**src/rtl/fp_mul_norm_round_pkg.sv**
```systemverilog
// fp_mul_norm_round_pkg: shared single-precision constants and payload types
//   for the multiply normalize/round path (also usable by the add path).
//   Contents: field widths, bias/exponent limits, INF/QNaN encodings,
//   fp32_t packed result and s1_t normalized-mantissa payload.
package fp_mul_norm_round_pkg;
   localparam int MANT_W    = 24;
   localparam int EXP_W     = 10;
   localparam int BIAS      = 127;
   localparam int EXP_MAX   = 255;
   localparam int SP_EXP_W  = 8;
   localparam int SP_FRAC_W = 23;
   localparam logic [31:0] SP_INF  = 32'h7F80_0000;
   localparam logic [31:0] SP_QNAN = 32'h7FC0_0000;
   typedef struct packed {
      logic                 sign;
      logic [SP_EXP_W-1:0]  exp;
      logic [SP_FRAC_W-1:0] frac;
   } fp32_t;
   typedef struct packed {
      logic                    sign;
      logic                    zero;
      logic signed [EXP_W-1:0] exp;
      logic [MANT_W-1:0]       mant;
      logic                    guard;
      logic                    sticky;
   } s1_t;
endpackage

```
**src/rtl/fp_round_pack.sv**
```systemverilog
// fp_round_pack: combinational round-to-nearest-even, exponent range check
//   and IEEE-754 single packing with flush-to-zero.
//   p        in  normalized payload {sign, zero, exp, mant, guard, sticky}
//   result   out packed {sign, exp, frac}
//   ovf      out saturated to infinity
//   unf      out flushed to zero by exponent underflow
//   inexact  out guard or sticky nonzero (cleared for exact zero operands)
module fp_round_pack
   import fp_mul_norm_round_pkg::*;
(
   input  s1_t   p,
   output fp32_t result,
   output logic  ovf,
   output logic  unf,
   output logic  inexact
);
   localparam logic signed [EXP_W-1:0] EMAX = EXP_W'(EXP_MAX);
   logic                    round_up;
   logic [MANT_W:0]         mant_r;
   logic signed [EXP_W-1:0] exp_r;
   logic [SP_FRAC_W-1:0]    frac;
   always_comb begin
      round_up = p.guard & (p.sticky | p.mant[0]);
      mant_r   = {1'b0, p.mant} + (MANT_W+1)'(round_up);
      // a carry out of the mantissa leaves 1.000..., so only the exponent moves
      exp_r    = p.exp + EXP_W'(mant_r[MANT_W]);
      frac     = mant_r[MANT_W] ? '0 : mant_r[SP_FRAC_W-1:0];
      inexact  = !p.zero & (p.guard | p.sticky);
      ovf      = !p.zero & !exp_r[EXP_W-1] & (exp_r >= EMAX);
      unf      = !p.zero & (exp_r[EXP_W-1] | (exp_r == '0));
      result   = (p.zero | unf) ? fp32_t'({p.sign, 31'b0})
               : ovf            ? fp32_t'({p.sign, 8'hFF, 23'b0})
               :                  fp32_t'({p.sign, exp_r[SP_EXP_W-1:0], frac});
   end
endmodule

```
**src/rtl/fp_mul_norm_round.sv**
```systemverilog
// fp_mul_norm_round: two-stage elastic normalize-and-round stage for the
//   single-precision multiplier.
//   clk, rst_n                 clock, synchronous active-low reset
//   in_valid/in_ready          upstream handshake
//   in_prod, in_exp            48-bit mantissa product, signed biased exponent
//   in_sign, in_zero           result sign, zero operand marker
//   out_valid/out_ready        downstream handshake
//   out_result                 packed IEEE-754 single
//   out_ovf/out_unf/out_inexact result flags
module fp_mul_norm_round
   import fp_mul_norm_round_pkg::*;
(
   input  logic                    clk,
   input  logic                    rst_n,
   input  logic                    in_valid,
   output logic                    in_ready,
   input  logic [2*MANT_W-1:0]     in_prod,
   input  logic signed [EXP_W-1:0] in_exp,
   input  logic                    in_sign,
   input  logic                    in_zero,
   output logic                    out_valid,
   input  logic                    out_ready,
   output logic [31:0]             out_result,
   output logic                    out_ovf,
   output logic                    out_unf,
   output logic                    out_inexact
);
   localparam int PW = 2*MANT_W;
   logic  s1_valid, s2_valid, adv, hi;
   s1_t   s1_d, s1_q;
   fp32_t rp_res, out_q;
   logic  rp_ovf, rp_unf, rp_inexact;
   assign adv        = !s2_valid | out_ready;
   assign in_ready   = !s1_valid | adv;
   assign out_valid  = s2_valid;
   assign out_result = out_q;
   // a product in [2,4) shifts right one place and bumps the exponent
   assign hi = in_prod[PW-1];
   always_comb begin
      s1_d.sign   = in_sign;
      s1_d.zero   = in_zero;
      s1_d.exp    = in_exp + EXP_W'(hi);
      s1_d.mant   = hi ? in_prod[PW-1 -: MANT_W] : in_prod[PW-2 -: MANT_W];
      s1_d.guard  = hi ? in_prod[MANT_W-1] : in_prod[MANT_W-2];
      s1_d.sticky = hi ? |in_prod[MANT_W-2:0] : |in_prod[MANT_W-3:0];
   end
   fp_round_pack u_round_pack (
      .p       (s1_q),
      .result  (rp_res),
      .ovf     (rp_ovf),
      .unf     (rp_unf),
      .inexact (rp_inexact)
   );
   always_ff @(posedge clk) begin
      if (!rst_n) begin
         s1_valid    <= 1'b0;
         s2_valid    <= 1'b0;
         out_q       <= '0;
         out_ovf     <= 1'b0;
         out_unf     <= 1'b0;
         out_inexact <= 1'b0;
      end else begin
         if (in_ready) s1_valid <= in_valid;
         if (in_valid && in_ready) s1_q <= s1_d;
         if (adv) s2_valid <= s1_valid;
         if (adv && s1_valid) begin
            out_q       <= rp_res;
            out_ovf     <= rp_ovf;
            out_unf     <= rp_unf;
            out_inexact <= rp_inexact;
         end
      end
   end
endmodule

```
**config.mk**
```make
export PLATFORM = sky130hd
export DESIGN_NAME = fp_mul_norm_round
export DESIGN_NICKNAME = d
export VERILOG_FILES = /design/src/rtl/fp_mul_norm_round_pkg.sv /design/src/rtl/fp_round_pack.sv /design/src/rtl/fp_mul_norm_round.sv
export SDC_FILE = /design/constraint.sdc
export NUM_CORES = 1
export LEC_CHECK = 0
export BUFFER_PORTS_ARGS = -buffer_cell sky130_fd_sc_hd__buf_2
export CAP_MARGIN = 20
export CORE_UTILIZATION = 55
export CTS_BUF_LIST = sky130_fd_sc_hd__clkbuf_4
export CTS_CLUSTER_SIZE = 8
export DETAILED_ROUTE_END_ITERATION = 10
export GPL_TIMING_DRIVEN = 1
export PLACE_DENSITY = 0.92
export SYNTH_ARGS = -nofsm -noshare
export SYNTH_HDL_FRONTEND = slang
export SYNTH_SLANG_ARGS = --single-unit
```
**constraint.sdc**
```tcl
create_clock -name clk -period 6 [get_ports clk]
set_input_delay 1.8 -clock clk [delete_from_list [all_inputs] [get_ports clk]]
set_output_delay 1.8 -clock clk [all_outputs]
set_load 0.02 [all_outputs]
```
==> impl_metrics.xml <==
<?xml version="1.0" encoding="UTF-8"?>
<metrics>
  <group name="yosys">
    <metric name="yosysSeqAreaShare" unit="">0.512</metric>
    <metric name="syn_nets" unit="">398</metric>
    <metric name="post_synth_inst_count" unit="">328</metric>
    <metric name="synth-xor-area-share" unit="">0.0834</metric>
    <metric name="synth.area.mux_share" unit="">0.0762</metric>
    <metric name="syn_area_per_cell" unit="um2">11.2</metric>
    <metric name="synth_area_in_compound_gates" unit="">0.106</metric>
    <metric name="synth_warnings" unit="">0</metric>
    <metric name="ys_top_cells_by_area" unit="">sky130_fd_sc_hd__edfxtp_1, sky130_fd_sc_hd__dfxtp_1, sky130_fd_sc_hd__mux2_2</metric>
    <metric name="netlist.area_leader.share" unit="">0.310</metric>
    <metric name="synth_enable_flop_cells" unit="">38</metric>
    <metric name="post_synth_and_or_nand_nor_area_fraction" unit="">0.178</metric>
    <metric name="synthDominantAreaCellType" unit="">sky130_fd_sc_hd__edfxtp_1</metric>
    <metric name="synth_top_family_by_area" unit="">simple AND/OR/NAND/NOR gates</metric>
    <metric name="synth_async_sr_flop_share" unit="">0</metric>
    <metric name="synth-adder-area-share" unit="">0.0204</metric>
    <metric name="synth-seq-cells" unit="">75</metric>
    <metric name="netlist-cell-type-count" unit="">48</metric>
    <metric name="post_synth_instance_area" unit="um2">3680</metric>
    <metric name="synth_flop_cell" unit="">sky130_fd_sc_hd__edfxtp_1</metric>
  </group>
  <group name="detailed_routing">
    <metric name="wl_met3" unit="um">464</metric>
    <metric name="viasPerCell" unit="">5.77</metric>
    <metric name="vias" unit="">2927</metric>
    <metric name="wl_per_cell" unit="um">15.7</metric>
    <metric name="wl_met2" unit="um">3700</metric>
    <metric name="detail_route.wirelength.met1" unit="um">3650</metric>
    <metric name="first_iter_violations" unit="">189</metric>
    <metric name="top_signal_layer_used" unit="">met4</metric>
    <metric name="drcViolationCount" unit="">0</metric>
    <metric name="drt-total-wl" unit="um">7960</metric>
    <metric name="drt_first_pass_iters" unit="">4</metric>
    <metric name="antenna_violating_nets_post_route" unit="">0</metric>
  </group>
  <group name="timing">
    <metric name="whs" unit="ns">0.490</metric>
    <metric name="min_period" unit="ns">4.50</metric>
    <metric name="max-slew-margin-rel" unit="">0.416</metric>
    <metric name="timing.clock.skew" unit="ns">0.0166</metric>
    <metric name="final_setup_fails" unit="">0</metric>
    <metric name="tightestPinTransition" unit="ns">0.876</metric>
    <metric name="min_period_over_period" unit="">0.749</metric>
    <metric name="setup-tns-final" unit="ns">0</metric>
    <metric name="fmaxAchievable" unit="MHz">222</metric>
    <metric name="finalWorstSetupSlack" unit="ns">1.50</metric>
    <metric name="hold_violations" unit="">0</metric>
    <metric name="timing_max_transition_violations_final" unit="">0</metric>
    <metric name="setup_repair_after_global_routing_missed_its_margin" unit="">no</metric>
  </group>
  <group name="status">
    <metric name="run_status" unit="">completed</metric>
  </group>
  <group name="finish">
    <metric name="layout-drive-gt1-share" unit="">0.356</metric>
    <metric name="antenna_cells" unit="">0</metric>
    <metric name="layout.filler_cells" unit="">477</metric>
    <metric name="seq_area" unit="um2">1880</metric>
    <metric name="stdcell_count" unit="">507</metric>
    <metric name="multiInputGateArea" unit="um2">1710</metric>
    <metric name="layout.nets" unit="">495</metric>
    <metric name="flow.area_growth_from_synthesis" unit="%">18.6</metric>
  </group>
  <group name="worst_hold_path">
    <metric name="tightest_hold_check_type" unit="">flip-flop to flip-flop</metric>
  </group>
  <group name="global_route">
    <metric name="pin_count_of_the_biggest_net_entering_global_routing" unit="">39</metric>
    <metric name="vias_in_the_first_global_route" unit="">2735</metric>
    <metric name="initial_antenna_violation_count" unit="">0</metric>
    <metric name="grt.total_usage" unit="">0.237</metric>
    <metric name="grt_first_pass_wirelength" unit="um">13000</metric>
    <metric name="grt_remaining_overflow" unit="">0</metric>
  </group>
  <group name="die">
    <metric name="placementRows" unit="">29</metric>
    <metric name="dieWidth" unit="um">83.8</metric>
    <metric name="starting_density_of_the_core" unit="">0.576</metric>
    <metric name="floorplan.io_pins" unit="">101</metric>
    <metric name="design.die.area" unit="um2">7020</metric>
    <metric name="design.core.area" unit="um2">6390</metric>
    <metric name="die_h" unit="um">83.8</metric>
  </group>
  <group name="clock_tree">
    <metric name="cts_hold_buf" unit="">0</metric>
    <metric name="clockBufferDepth" unit="">2</metric>
    <metric name="clkSinkCount" unit="">75</metric>
    <metric name="cts.htree.levels" unit="">3</metric>
    <metric name="worst_skew_pair.late_latency" unit="ns">0.42</metric>
    <metric name="cts_made_buffers" unit="">9</metric>
    <metric name="cts.repair.resized" unit="">0</metric>
    <metric name="tritoncts" unit="">yes</metric>
    <metric name="clk_transition_reported_paths" unit="ns">0.11</metric>
    <metric name="clockRootBuffer" unit="">sky130_fd_sc_hd__clkbuf_4</metric>
    <metric name="postCtsSetupBuffers" unit="">0</metric>
  </group>
  <group name="critical_path">
    <metric name="crit_required" unit="ns">6.31</metric>
    <metric name="end_kind" unit="">flip-flop</metric>
    <metric name="criticalPathCategory" unit="">flip-flop to flip-flop</metric>
    <metric name="cp_slowest_stage_delay" unit="ns">0.65</metric>
    <metric name="crit_path_cell_trace" unit="">o21a_1, ha_1, ha_1, nand3_1, nor4_1, nand3_1, nor2b_1, ha_1, ha_1, inv_1, nor3_1, xnor2_1, a21boi_1, nand3_2, o31ai_1</metric>
    <metric name="crit_path_frequent_cell" unit="">sky130_fd_sc_hd__ha_1</metric>
    <metric name="critPathSlowestCell" unit="">sky130_fd_sc_hd__nor4_1</metric>
    <metric name="crit_path_max_fanout" unit="">11</metric>
    <metric name="arrival" unit="ns">4.81</metric>
    <metric name="critical_path.top_delay_family" unit="">simple AND/OR/NAND/NOR gates</metric>
    <metric name="cp_num_buf_inv" unit="">1</metric>
    <metric name="worstSetupStartpointType" unit="">flip-flop</metric>
  </group>
  <group name="place">
    <metric name="placed_cells" unit="">491</metric>
    <metric name="dpl.hpwl" unit="um">6130</metric>
    <metric name="numPortBuffers" unit="">100</metric>
    <metric name="dp_worst_setup_slack" unit="ns">1.57</metric>
    <metric name="gp_congestion" unit="">0.909</metric>
  </group>
  <group name="pwr">
    <metric name="power.static_leakage" unit="nW">1.75</metric>
    <metric name="max-vdd-ir-drop" unit="uV">217</metric>
    <metric name="power_density" unit="nW/um2">233</metric>
    <metric name="post-layout-total-power" unit="W">0.00102</metric>
  </group>
  <group name="job">
    <metric name="timing.max_cap.violations" unit="">0</metric>
  </group>
</metrics>
==> worst paths after layout <==
kind | start | cells past startpoint | slack (ns) | end
setup / recovery | s1_q[1]$_DFFE_PP_ | 15 | 1.50 | out_result[3]$_SDFFE_PN0P_
hold / removal | out_result[12]$_SDFFE_PN0P_ | 1 | 0.49 | out_result[12]$_SDFFE_PN0P_
setup reg to reg | s1_q[1]$_DFFE_PP_ | 15 | 1.50 | out_result[3]$_SDFFE_PN0P_
hold reg to reg | out_result[12]$_SDFFE_PN0P_ | 1 | 0.49 | out_result[12]$_SDFFE_PN0P_
==> logic make-up (layout without fill, tap and decap cells) <==
kind of cell	after synthesis	count (layout)
multiplexers	25	25
adder cells (fa/ha/maj)	6	6
flip-flops	75	75
buffers and inverters	19	121
XOR/XNOR	35	35
AO/OA/AOI/OAI	46	46
AND/OR/NAND/NOR	122	122
==> cell usage after synthesis (2+ instances only) <==
| cell | n |
|---|---|
| sky130_fd_sc_hd__nor3_1 | 6 |
| sky130_fd_sc_hd__buf_2 | 2 |
| sky130_fd_sc_hd__dfxtp_1 | 37 |
| sky130_fd_sc_hd__nand2_1 | 19 |
| sky130_fd_sc_hd__and2_1 | 2 |
| sky130_fd_sc_hd__o31ai_2 | 5 |
| sky130_fd_sc_hd__buf_6 | 2 |
| sky130_fd_sc_hd__nand3_1 | 36 |
| sky130_fd_sc_hd__nor4_1 | 8 |
| sky130_fd_sc_hd__a22oi_1 | 4 |
| sky130_fd_sc_hd__o21a_1 | 2 |
| sky130_fd_sc_hd__xnor2_1 | 24 |
| sky130_fd_sc_hd__ha_1 | 6 |
| sky130_fd_sc_hd__nand4_1 | 7 |
| sky130_fd_sc_hd__a21oi_1 | 3 |
| sky130_fd_sc_hd__inv_1 | 3 |
| sky130_fd_sc_hd__clkbuf_1 | 11 |
| sky130_fd_sc_hd__mux2_2 | 24 |
| sky130_fd_sc_hd__edfxtp_1 | 38 |
| sky130_fd_sc_hd__o31ai_1 | 2 |
| sky130_fd_sc_hd__and4_1 | 3 |
| sky130_fd_sc_hd__a22o_1 | 12 |
| sky130_fd_sc_hd__nor2_1 | 20 |
| sky130_fd_sc_hd__xor2_1 | 11 |
| sky130_fd_sc_hd__and3_1 | 8 |
| sky130_fd_sc_hd__o21ai_0 | 8 |
| sky130_fd_sc_hd__nor2b_1 | 4 |
==> worst reg2reg max path, cell delays in order (launching register included) <==
cell	delay (ns)
sky130_fd_sc_hd__edfxtp_1	0.39
sky130_fd_sc_hd__o21a_1	0.14
sky130_fd_sc_hd__ha_1	0.18
sky130_fd_sc_hd__ha_1	0.19
sky130_fd_sc_hd__nand3_1	0.17
sky130_fd_sc_hd__nor4_1	0.65
sky130_fd_sc_hd__nand3_1	0.23
sky130_fd_sc_hd__nor2b_1	0.16
sky130_fd_sc_hd__ha_1	0.24
sky130_fd_sc_hd__ha_1	0.31
sky130_fd_sc_hd__inv_1	0.10
sky130_fd_sc_hd__nor3_1	0.24
sky130_fd_sc_hd__xnor2_1	0.24
sky130_fd_sc_hd__a21boi_1	0.48
sky130_fd_sc_hd__nand3_2	0.36
sky130_fd_sc_hd__o31ai_1	0.33
==> layer usage <==
layer	vias up	track usage
met1	1360	0.330
met3	14	0.0366
met5	-	0
met2	135	0.370
met4	0	0.0971
li1	1418	-
==> layout by cell type (no fill, tap or decap), types with 2 or more instances in the layout <==
cell	n
sky130_fd_sc_hd__a21oi_1	3
sky130_fd_sc_hd__a22o_1	12
sky130_fd_sc_hd__a22oi_1	4
sky130_fd_sc_hd__and2_1	2
sky130_fd_sc_hd__and3_1	8
sky130_fd_sc_hd__and4_1	3
sky130_fd_sc_hd__buf_2	100
sky130_fd_sc_hd__bufinv_16	2
sky130_fd_sc_hd__clkbuf_4	10
sky130_fd_sc_hd__clkinv_1	2
sky130_fd_sc_hd__clkinv_2	2
sky130_fd_sc_hd__dfxtp_1	37
sky130_fd_sc_hd__edfxtp_1	38
sky130_fd_sc_hd__ha_1	6
sky130_fd_sc_hd__inv_1	3
sky130_fd_sc_hd__mux2_2	24
sky130_fd_sc_hd__nand2_1	19
sky130_fd_sc_hd__nand3_1	36
sky130_fd_sc_hd__nand4_1	7
sky130_fd_sc_hd__nor2_1	20
sky130_fd_sc_hd__nor2b_1	4
sky130_fd_sc_hd__nor3_1	6
sky130_fd_sc_hd__nor4_1	8
sky130_fd_sc_hd__o21a_1	2
sky130_fd_sc_hd__o21ai_0	8
sky130_fd_sc_hd__o31ai_1	2
sky130_fd_sc_hd__o31ai_2	5
sky130_fd_sc_hd__xnor2_1	24
sky130_fd_sc_hd__xor2_1	11
==> metrics by stage <==
step / area, um2 / utilization
6_report: 4360 / 0.683
5_1_grt: 4360 / 0.683
4_1_cts: 4360 / 0.683
3_5_place_dp: 4210 / 0.659
3_3_place_gp: 4210 / 0.659
2_1_floorplan: 3680 / -
==> where the power goes <==
group / leakage [nW] / total (W) / switching, W / internal (W)
sequential: 0.656 / 0.000574 / 0.0000153 / 0.000559
combinational: 1.00 / 0.000104 / 0.0000558 / 0.0000481
clock: 0.0881 / 0.000338 / 0.000167 / 0.000171
total: 1.75 / 0.00102 / 0.000238 / 0.000779
==> state kept, by name, summed over array words and instances, names as in the netlist <==
signal	flops
out_inexact	1
out_ovf	1
out_result	32
out_unf	1
out_valid	1
s1_q	38
s1_valid	1
==> layout make-up <==
type / count / area share
inverter: 4 / 0.00344
clock inverter: 6 / 0.0184
timing repair buffer: 101 / 0.116
tap: 77 / 0.0221
multi-input combinational: 234 / 0.391
sequential: 75 / 0.431
clock buffer: 10 / 0.0172
Power figures use the tool's default switching activity.
